File: config.mk
export PLATFORM = sky130hd
export DESIGN_NAME = ps2_scan_fifo_flat
export DESIGN_NICKNAME = d
export VERILOG_FILES = /design/src/rtl/ps2_scan_fifo_if.sv /design/src/rtl/ps2_scan_fifo.sv /design/src/flat_wrapper.sv
export SDC_FILE = /design/constraint.sdc
export NUM_CORES = 1
export LEC_CHECK = 0
export CORE_ASPECT_RATIO = 0.9
export CORE_UTILIZATION = 61
export CTS_BUF_LIST = sky130_fd_sc_hd__clkbuf_8
export DETAILED_ROUTE_END_ITERATION = 12
export PLACE_DENSITY = 0.9
export SLEW_MARGIN = 20
export SYNTH_ARGS = -nofsm -noshare
export SYNTH_HDL_FRONTEND = slang
export SYNTH_SLANG_ARGS = --single-unit
export TNS_END_PERCENT = 1
File: constraint.sdc
create_clock -name Clk -period 3.35 [get_ports Clk]
set_input_delay 0.5025 -clock Clk [delete_from_list [all_inputs] [get_ports Clk]]
set_output_delay 0.5025 -clock Clk [all_outputs]
set_load 0.02 [all_outputs]
File: src/rtl/ps2_scan_fifo_if.sv
// Head-of-FIFO handshake between the PS/2 scan-code buffer and its consumer.
interface ps2_scan_fifo_if #(
  parameter int DATA_W = 8
);
  logic              Pop;
  logic              Valid;
  logic [DATA_W-1:0] Code;
  logic              Ext;
  logic              Brk;
  logic              Full;

  modport master (input Pop, output Valid, output Code, output Ext, output Brk, output Full);
  modport slave  (output Pop, input Valid, input Code, input Ext, input Brk, input Full);
endinterface

File: src/rtl/ps2_scan_fifo.sv
// PS/2 keyboard receive path: line synchroniser, frame receiver with parity,
// stop and timeout checks, E0/F0 prefix folding and a first-word-fall-through FIFO.
module ps2_scan_fifo #(
  parameter int DATA_W      = 8,
  parameter int FIFO_DEPTH  = 4,
  parameter int TIMEOUT_CYC = 2000,
  parameter int EN_PREFIX   = 1
) (
  input  logic Clk,
  input  logic Reset,
  input  logic KbClk,
  input  logic KbData,
  ps2_scan_fifo_if.master fifo,
  output logic Busy,
  output logic ParityErr,
  output logic FrameErr,
  output logic OvfErr
);
  localparam int AW    = $clog2(FIFO_DEPTH);
  localparam int CNT_W = AW + 1;
  localparam int BC_W  = $clog2(DATA_W + 1);
  localparam int TO_W  = $clog2(TIMEOUT_CYC + 1);
  localparam int WW    = DATA_W + 2;
  localparam bit PFX_OK = (EN_PREFIX != 0) && (DATA_W == 8);
  localparam logic [DATA_W-1:0] CODE_E0 = DATA_W'(8'hE0);
  localparam logic [DATA_W-1:0] CODE_F0 = DATA_W'(8'hF0);

  typedef enum logic [1:0] {IDLE, DATA, PARITY, STOP} state_t;

  logic kclk_p0, kclk_p1, kclk_p2;
  logic kdat_p0, kdat_p1;
  logic fall, bit_in;

  state_t state, state_n;
  logic [BC_W-1:0] bitcnt, bitcnt_n;
  logic [TO_W-1:0] tocnt;
  logic [DATA_W-1:0] shreg;
  logic par_bit, par_ok, timeout;
  logic perr_n, ferr_n, byte_ok;
  logic perr_q, ferr_q, ovf_q;
  logic is_e0, is_f0, push_req;
  logic pend_ext, pend_brk, pend_ext_n, pend_brk_n;

  logic [WW-1:0] mem [FIFO_DEPTH];
  logic [AW-1:0] wr_ptr, rd_ptr;
  logic [CNT_W-1:0] count;
  logic do_push, do_pop, ovf_n;
  logic [WW-1:0] head;

  // Stage p0..p2: two-flop synchroniser on both lines plus a third KbClk flop for edge detect
  always_ff @(posedge Clk or negedge Reset) begin
    if (!Reset) begin
      kclk_p0 <= 1'b1;
      kclk_p1 <= 1'b1;
      kclk_p2 <= 1'b1;
      kdat_p0 <= 1'b1;
      kdat_p1 <= 1'b1;
    end else begin
      kclk_p0 <= KbClk;
      kclk_p1 <= kclk_p0;
      kclk_p2 <= kclk_p1;
      kdat_p0 <= KbData;
      kdat_p1 <= kdat_p0;
    end
  end

  assign fall   = ~kclk_p1 & kclk_p2;
  assign bit_in = kdat_p1;
  assign par_ok = ^{shreg, par_bit};
  // tocnt holds k on the k-th cycle after the clearing edge, so T-1 means T cycles have elapsed
  assign timeout = (state != IDLE) && (tocnt == TO_W'(TIMEOUT_CYC - 1));

  // Receiver next-state: frame sequencing and stop/parity/timeout verdicts
  always_comb begin
    state_n  = state;
    bitcnt_n = bitcnt;
    perr_n   = 1'b0;
    ferr_n   = 1'b0;
    byte_ok  = 1'b0;
    if (timeout) begin
      state_n = IDLE;
      ferr_n  = 1'b1;
    end else if (fall) begin
      case (state)
        IDLE: begin
          if (!bit_in) begin
            state_n  = DATA;
            bitcnt_n = '0;
          end else begin
            ferr_n = 1'b1;
          end
        end
        DATA: begin
          bitcnt_n = bitcnt + BC_W'(1);
          if (bitcnt == BC_W'(DATA_W - 1)) state_n = PARITY;
        end
        PARITY: state_n = STOP;
        STOP: begin
          state_n = IDLE;
          if (!bit_in)      ferr_n  = 1'b1;
          else if (!par_ok) perr_n  = 1'b1;
          else              byte_ok = 1'b1;
        end
        default: state_n = IDLE;
      endcase
    end
  end

  // Prefix folding and FIFO push/pop decisions
  always_comb begin
    is_e0      = PFX_OK && (shreg == CODE_E0);
    is_f0      = PFX_OK && (shreg == CODE_F0);
    push_req   = byte_ok && !is_e0 && !is_f0;
    pend_ext_n = pend_ext;
    pend_brk_n = pend_brk;
    if (perr_n || ferr_n) begin
      pend_ext_n = 1'b0;
      pend_brk_n = 1'b0;
    end else if (byte_ok) begin
      if (is_e0) begin
        pend_ext_n = 1'b1;
      end else if (is_f0) begin
        pend_brk_n = 1'b1;
      end else begin
        pend_ext_n = 1'b0;
        pend_brk_n = 1'b0;
      end
    end
    do_pop  = fifo.Pop && (count != '0);
    do_push = push_req && ((count != CNT_W'(FIFO_DEPTH)) || do_pop);
    ovf_n   = push_req && !do_push;
  end

  // Control state: FSM, counters, pending flags, FIFO pointers and registered error pulses
  always_ff @(posedge Clk or negedge Reset) begin
    if (!Reset) begin
      state    <= IDLE;
      bitcnt   <= '0;
      tocnt    <= '0;
      pend_ext <= 1'b0;
      pend_brk <= 1'b0;
      wr_ptr   <= '0;
      rd_ptr   <= '0;
      count    <= '0;
      perr_q   <= 1'b0;
      ferr_q   <= 1'b0;
      ovf_q    <= 1'b0;
    end else begin
      state    <= state_n;
      bitcnt   <= bitcnt_n;
      tocnt    <= (fall || state == IDLE) ? '0 : tocnt + TO_W'(1);
      pend_ext <= pend_ext_n;
      pend_brk <= pend_brk_n;
      perr_q   <= perr_n;
      ferr_q   <= ferr_n;
      ovf_q    <= ovf_n;
      if (do_push) wr_ptr <= wr_ptr + AW'(1);
      if (do_pop)  rd_ptr <= rd_ptr + AW'(1);
      case ({do_push, do_pop})
        2'b10:   count <= count + CNT_W'(1);
        2'b01:   count <= count - CNT_W'(1);
        default: count <= count;
      endcase
    end
  end

  // Datapath: shift register, parity latch and FIFO storage carry no reset
  always_ff @(posedge Clk) begin
    if (fall && state == DATA)   shreg   <= {bit_in, shreg[DATA_W-1:1]};
    if (fall && state == PARITY) par_bit <= bit_in;
    if (do_push)                 mem[wr_ptr] <= {pend_ext, pend_brk, shreg};
  end

  assign head       = mem[rd_ptr];
  assign fifo.Valid = (count != '0);
  assign fifo.Full  = (count == CNT_W'(FIFO_DEPTH));
  assign fifo.Code  = fifo.Valid ? head[DATA_W-1:0] : '0;
  assign fifo.Brk   = fifo.Valid & head[DATA_W];
  assign fifo.Ext   = fifo.Valid & head[DATA_W+1];
  assign Busy       = (state != IDLE);
  assign ParityErr  = perr_q;
  assign FrameErr   = ferr_q;
  assign OvfErr     = ovf_q;
endmodule

File: src/flat_wrapper.sv
// flat-port wrapper written by rule: the top's interface ports become plain ports
module ps2_scan_fifo_flat 
#(
  parameter int DATA_W      = 8,
  parameter int FIFO_DEPTH  = 4,
  parameter int TIMEOUT_CYC = 2000,
  parameter int EN_PREFIX   = 1
)
  (Clk, Reset, KbClk, KbData, Busy, ParityErr, FrameErr, OvfErr, fifo_Pop, fifo_Valid, fifo_Code, fifo_Ext, fifo_Brk, fifo_Full);
  ps2_scan_fifo_if #(.DATA_W(DATA_W)) fifo_i ();
  input  logic Clk;
  input  logic Reset;
  input  logic KbClk;
  input  logic KbData;
  output logic Busy;
  output logic ParityErr;
  output logic FrameErr;
  output logic OvfErr;
  input wire logic [$bits(fifo_i.Pop)-1:0] fifo_Pop;
  output wire logic [$bits(fifo_i.Valid)-1:0] fifo_Valid;
  output wire logic [$bits(fifo_i.Code)-1:0] fifo_Code;
  output wire logic [$bits(fifo_i.Ext)-1:0] fifo_Ext;
  output wire logic [$bits(fifo_i.Brk)-1:0] fifo_Brk;
  output wire logic [$bits(fifo_i.Full)-1:0] fifo_Full;
  assign fifo_i.Pop = fifo_Pop;
  assign fifo_Valid = fifo_i.Valid;
  assign fifo_Code = fifo_i.Code;
  assign fifo_Ext = fifo_i.Ext;
  assign fifo_Brk = fifo_i.Brk;
  assign fifo_Full = fifo_i.Full;
  ps2_scan_fifo #(.DATA_W(DATA_W), .FIFO_DEPTH(FIFO_DEPTH), .TIMEOUT_CYC(TIMEOUT_CYC), .EN_PREFIX(EN_PREFIX)) u_core (.Clk(Clk), .Reset(Reset), .KbClk(KbClk), .KbData(KbData), .fifo(fifo_i), .Busy(Busy), .ParityErr(ParityErr), .FrameErr(FrameErr), .OvfErr(OvfErr));
endmodule
# Yosys cells after proc, flatten, opt, wreduce, memory -nomap -nowiden
# Memories as Yosys holds them, arrays and structs flattened.
# Index checks and enable logic that the tools add are counted.
[totals]
ff_bits = 43
ram_bits = 40
output_inout_bits = 16
word_cells = 107
n_memories = 1
[classes]
add_sub_neg = 6
eq_ne = 16
mux = 35
n_bitwise = 5
reduce_logical = 26
[mem_list]
columns = ["name", "depth", "width", "read_ports", "rd_clocked_by_memory_dff", "wr", "line_no", "source"]
rows = [
  ["u_core.mem", 4, 10, 1, 0, 1, "ps2_scan_fifo.sv:44", "logic [WW-1:0] mem [FIFO_DEPTH];"],
]
[op_table]
columns = ["operator", "n"]
rows = [
  ["$mux 1", 24],
  ["$eq 8x8->1 const B", 2],
  ["$add 11x1->11 const B", 1],
  ["$eq 11x11->1 const B", 1],
  ["$mux 11", 1],
  ["$reduce_bool 2->1", 5],
  ["$reduce_xor 9->1", 1],
  ["$logic_and 1x1->1", 8],
  ["$mux 2", 4],
  ["$mux 8", 1],
  ["$pmux 2 s4", 1],
  ["$pmux 4 s2", 1],
  ["$eq 2x2->1 const B", 3],
  ["$ne 3x3->1 const B", 2],
  ["$pmux 3 s2", 1],
  ["$add 2x1->2 const B", 2],
  ["$add 4x1->4 const B", 1],
  ["$eq 2x1->1 const B", 2],
  ["$eq 4x3->1 const B", 1],
  ["$mux 4", 1],
  ["$ne 2x2->1 const B", 2],
  ["$reduce_and 2->1", 2],
  ["$reduce_and 4->1", 1],
  ["$add 3x1->3 const B", 1],
  ["12 further kinds", 19],
]

# Logic depth before layout (Yosys ltp)
[logic_depth]
depth_word = 11
ltp_mapped = 13
mapped_depth_nobuf = 13

# Worst setup path before layout
# No wires, ideal clock.
[synth_timing]
kind = "register -> register"
from = "register u_core.state[0]"
to = "register u_core.count[2]"
arrival_time_ps = 2931
path_slack_ps = 339
stages_incl_launch_ff = 14
path_buffers = 0
synth_period_minus_slack_ps = 3011
path_cell_list = "dfrtp_1 -> inv_1 -> ha_1 -> or4b_4 -> or3_4 -> nand2b_4 -> and4bb_4 -> inv_1 -> ha_1 -> inv_1 -> fa_1 -> xor2_1 -> nor2_1 -> xor2_1"
[synth_between]
elab_chain_len = 9
word_cells_on_any_way = 13
cone_classes = "3 x eq/ne; 4 x mux; 6 x reduce/logical"
[synth_rtl]
columns = ["element", "line_no", "source"]
rows = [
  ["start, declared", "ps2_scan_fifo.sv:34", "state_t state, state_n;"],
  ["start signal, assigned", "ps2_scan_fifo.sv:149", "state <= state_n;"],
  ["$eq 2x2->1", "ps2_scan_fifo.sv:84", "case (state)"],
  ["$mux 1", "ps2_scan_fifo.sv:84", ""],
  ["$mux 1", "ps2_scan_fifo.sv:83", "end else if (fall) begin"],
  ["$mux 1 *", "ps2_scan_fifo.sv:80", "if (timeout) begin"],
  ["$logic_and 1x1->1 * (2 in series)", "ps2_scan_fifo.sv:113", "push_req = byte_ok && !is_e0 && !is_f0;"],
  ["$logic_and 1x1->1 *", "ps2_scan_fifo.sv:130", "do_push = push_req && ((count != CNT_W'(FIFO_DEPTH)) || do_pop);"],
  ["$eq 2x1->1 or $eq 2x2->1 (tied branches)", "ps2_scan_fifo.sv:159", "case ({do_push, do_pop})"],
  ["$pmux 3 s2 or $reduce_bool 2->1 (tied branches)", "n/a", ""],
  ["end signal, assigned", "ps2_scan_fifo.sv:160", "2'b10: count <= count + CNT_W'(1);"],
  ["end signal, assigned", "ps2_scan_fifo.sv:161", "2'b01: count <= count - CNT_W'(1);"],
  ["end signal, assigned", "ps2_scan_fifo.sv:162", "default: count <= count;"],
  ["end, declared", "ps2_scan_fifo.sv:46", "logic [CNT_W-1:0] count;"],
]
# Mark *: on every way between the ends. The rest lies on a longest branch, timed or not.
# A chain may end at the register's enable or synchronous reset.

# Final worst setup path
# Ends and elaborated chain as after synthesis.

==> flow_results.xml <==
<?xml version="1.0" encoding="UTF-8"?>
<metrics>
  <group name="pwr">
    <metric name="power.density_cell_area" unit="mW/mm^2">773</metric>
    <metric name="vdd.ir_drop.worst" unit="uV">582</metric>
    <metric name="total_leakage_power" unit="nW">1.61</metric>
  </group>
  <group name="layout">
    <metric name="multiInputGateArea" unit="sq mm">0.00124</metric>
    <metric name="final_layout_fill_cell_count" unit="">359</metric>
    <metric name="p_r_area_growth_vs_syn" unit="%">13.9</metric>
    <metric name="final_nets" unit="">299</metric>
    <metric name="layout-drive-gt1-share" unit="%">15.7</metric>
    <metric name="sequential_cell_area" unit="sq mm">0.00233</metric>
    <metric name="num_antenna_cells" unit="">0</metric>
  </group>
  <group name="sta">
    <metric name="rsz0062_at_grt" unit="">no</metric>
    <metric name="worst_pin_slew" unit="ns">0.727</metric>
    <metric name="hold_worst_slack" unit="ns">0.357</metric>
    <metric name="layout_worst_path_cycle_share" unit="%">91.9</metric>
    <metric name="worst_slack" unit="ns">0.271</metric>
    <metric name="fin_skew" unit="ns">0.0105</metric>
    <metric name="final-setup-viol-count" unit="">0</metric>
    <metric name="timing.final.max_slew_violations" unit="">0</metric>
    <metric name="timing.slew.headroom" unit="%">51.1</metric>
    <metric name="max_freq" unit="MHz">325</metric>
    <metric name="hold_violations" unit="">0</metric>
    <metric name="tns" unit="ns">0</metric>
    <metric name="finalWorstPathRequiredPeriod" unit="ns">3.08</metric>
  </group>
  <group name="yosys">
    <metric name="synth_warnings" unit="">0</metric>
    <metric name="postSynthNetCount" unit="">271</metric>
    <metric name="post-synth-top-area-fraction" unit="%">40.4</metric>
    <metric name="yosys_most_used_dff" unit="">edfxtp_1</metric>
    <metric name="yosys-mux-area-fraction" unit="%">6.87</metric>
    <metric name="synthesis.area_per_instance" unit="sq um">14.3</metric>
    <metric name="synth_seq_area_share" unit="%">63.9</metric>
    <metric name="ys_seq_elements" unit="">83</metric>
    <metric name="synth_edf_count" unit="">49</metric>
    <metric name="synth_cells" unit="">254</metric>
    <metric name="cell_types_occupying_the_most_area_after_synthesis" unit="">edfxtp_1 (40%), dfrtp_1 (20%), mux4_2 (6.2%)</metric>
    <metric name="synth_xor_xnor_area_share" unit="%">5.66</metric>
    <metric name="combinational_family_with_the_most_area_after_synthesis" unit="">simple AND/OR/NAND/NOR gates</metric>
    <metric name="netlist_area_before_placement" unit="sq mm">0.00364</metric>
    <metric name="synth_fa_ha_area_share" unit="%">4.33</metric>
    <metric name="ffs_w_async_s_r_synth" unit="%">41.0</metric>
    <metric name="synth_area_in_compound_gates" unit="%">3.98</metric>
    <metric name="synth_simple_gate_area_share" unit="%">13.3</metric>
    <metric name="number_of_library_cell_types_mapped_by_synthesis" unit="">48</metric>
    <metric name="yosys.area.top_type" unit="">edfxtp_1</metric>
  </group>
  <group name="floorplanning">
    <metric name="coreArea" unit="sq mm">0.00573</metric>
    <metric name="starting_density_of_the_core" unit="%">63.7</metric>
    <metric name="fp-row-count" unit="">26</metric>
    <metric name="die_w" unit="microns">83.5</metric>
    <metric name="die_height" unit="microns">75.3</metric>
    <metric name="design.die.area" unit="sq mm">0.00629</metric>
    <metric name="floorplan.io_pins" unit="">21</metric>
  </group>
  <group name="clocking">
    <metric name="cts.clk_slew.worst_paths" unit="ns">0.08</metric>
    <metric name="post_cts.repair.setup_buffers" unit="">0</metric>
    <metric name="cts_tree" unit="">done</metric>
    <metric name="post_cts.resized_instances" unit="">0</metric>
    <metric name="tritoncts.num_buffers" unit="">9</metric>
    <metric name="tritoncts_num_sinks" unit="">83</metric>
    <metric name="clock_path_buffers" unit="">2</metric>
    <metric name="worstSkewPairLatency" unit="ns">0.35</metric>
    <metric name="root_buffer" unit="">clkbuf_8</metric>
    <metric name="cts_htree_levels" unit="">3</metric>
    <metric name="holdBufCountCts" unit="">0</metric>
  </group>
  <group name="placed_design">
    <metric name="detailedPlace.worstSlack" unit="ns">0.285</metric>
    <metric name="routabilityCongestion" unit="">0.826</metric>
    <metric name="place.port_buffers" unit="">20</metric>
    <metric name="place_hpwl" unit="mm">3.88</metric>
  </group>
  <group name="hold_path">
    <metric name="timing.hold.worst.class" unit="">reg2reg</metric>
  </group>
  <group name="status">
    <metric name="result_of_the_run" unit="">complete, no violations</metric>
  </group>
  <group name="worst_setup_path">
    <metric name="start_kind" unit="">flop</metric>
    <metric name="crit_path_end_kind" unit="">flop</metric>
    <metric name="critical_path_class" unit="">reg2reg</metric>
    <metric name="critPathArrivalTime" unit="ns">3.36</metric>
    <metric name="critical_path.max_fanout" unit="">7</metric>
    <metric name="worst-endpoint-required" unit="ns">3.63</metric>
  </group>
  <group name="detailed_routing">
    <metric name="finalWirelength" unit="mm">5.99</metric>
    <metric name="route.antenna.remaining_nets" unit="">0</metric>
    <metric name="detailedRoute.firstIterationViolations" unit="">132</metric>
    <metric name="first_pass_iters" unit="">4</metric>
    <metric name="avgViaCountPerCell" unit="">5.69</metric>
    <metric name="detailroute.via_count" unit="">2031</metric>
    <metric name="drc" unit="">0</metric>
    <metric name="wl_per_cell" unit="microns">16.8</metric>
  </group>
  <group name="grt">
    <metric name="first_pass_grt_wire_length" unit="mm">9.65</metric>
    <metric name="initial_antenna_violation_count" unit="">0</metric>
    <metric name="grt_remaining_overflow" unit="">0</metric>
    <metric name="grt_max_degree" unit="">35</metric>
    <metric name="aggregate_global_route_resource_usage" unit="%">20.8</metric>
    <metric name="via_count_of_the_first_global_routing_pass" unit="">2044</metric>
  </group>
  <group name="run">
    <metric name="max_cap_viol_count" unit="">0</metric>
  </group>
</metrics>
-- synth_stat cells, drive strengths merged, types with 5 or more instances --
library cell  count
a21oi             8
xnor2            14
edfxtp           49
inv              13
and3              7
xor2              7
nand3             7
dfstp             5
and2             17
clkbuf            5
nand2            10
nor3              6
dfrtp            29
mux4             10
ha               11
o21ai             5
nor2             19
-- through the flow --
step / instance area, sq um / utilization (%) / total power, mW / instances
final: 4150 / 72.5 / 3.21 / 357
after global routing: 4150 / 72.5 / 3.38 / 357
after CTS: 4150 / 72.5 / 3.23 / 357
after detailed placement: 3930 / 68.7 / 2.46 / 341
after global placement: 3930 / 68.7 / 2.41 / 341
after floorplan: 3640 / - / 2.10 / 254
-- routing by layer --
layer  vias up  track usage (%)  part of all wire (%)
met5         -                0                     0
met4         0             11.3                   1.7
met3        10             5.09                   3.8
met2        46             37.1                    52
met1       995             24.3                    43
li1        980                -                     -
-- worst paths after layout --
check                                       startpoint                           to  slack, ns  cells after the start
setup / recovery           u_core.state[0]$_DFFE_PN0P_  u_core.count[2]$_DFFE_PN0P_       0.27                     13
hold / removal                u_core.kclk_p0$_DFF_PN1_     u_core.kclk_p1$_DFF_PN1_       0.36                      0
setup reg to reg           u_core.state[0]$_DFFE_PN0P_  u_core.count[2]$_DFFE_PN0P_       0.27                     13
hold reg to reg               u_core.kclk_p0$_DFF_PN1_     u_core.kclk_p1$_DFF_PN1_       0.36                      0
max in group asynchronous                        Reset     u_core.kclk_p0$_DFF_PN1_       2.44                      2
min in group asynchronous                        Reset    u_core.tocnt[2]$_DFF_PN0_       0.57                      2
-- power breakdown --
group | internal, mW | leakage [nW] | switching, mW
combinational | 0.537 | 0.628 | 0.499
sequential | 1.23 | 0.865 | 0.177
clock | 0.419 | 0.115 | 0.350
-- sequential cells by signal, indices dropped and copies added (netlist names) --
name,flops
u_core.wr_ptr,2
u_core.ParityErr,1
u_core.bit_in,1
u_core.par_bit,1
u_core.pend_ext,1
u_core.kclk_p0,1
u_core.mem,40
u_core.kclk_p1,1
u_core.kclk_p2,1
u_core.rd_ptr,2
u_core.pend_brk,1
u_core.OvfErr,1
u_core.tocnt,11
u_core.shreg,8
u_core.kdat_p0,1
u_core.FrameErr,1
u_core.count,3
u_core.bitcnt,4
u_core.state,2
-- worst max-delay path, cell delays in order (launching register included) --
cell and delay [ns]:
dfrtp_1 0.40, inv_1 0.09, ha_1 0.22, or4b_4 0.53, or3_4 0.41, nand2b_4 0.09, and4bb_4 0.22, inv_1 0.06
ha_1 0.17, inv_1 0.06, fa_1 0.38, xor2_1 0.15, nor2_1 0.11, xor2_1 0.14
-- layout make-up --
type                       count  area share [%]
inverter                      13            1.18
sequential                    83            56.1
clock buffer                   9            2.98
clock inverter                 7            2.29
tap                           70            2.11
multi-input combinational    152            30.0
timing repair buffer          23            5.37
-- cell families after synthesis --
logic type | after synthesis
buffers and inverters | 19
AOI/OAI and AO/OA | 23
adders and majority gates | 12
muxes | 12
and+or+nand+nor | 83
DFF | 83
xor gates and xnor gates | 22
-- placed cells by master (no fill, tap or decap), drive strengths merged, types with 2 or more instances in the layout --
master,instances
nor2,19
inv,14
dfstp,5
ha,11
edfxtp,49
and2,17
o22ai,2
o21ai,5
clkinv,4
or3,2
xor2,7
clkdlybuf4s50,20
nand3,7
mux4,10
nand2,10
xnor2,14
nand2b,2
and3,7
nor3,6
clkbuf,9
bufinv,2
a21oi,8
nor4b,2
dfrtp,29
buf,3
(Power assumes the default switching activity.)
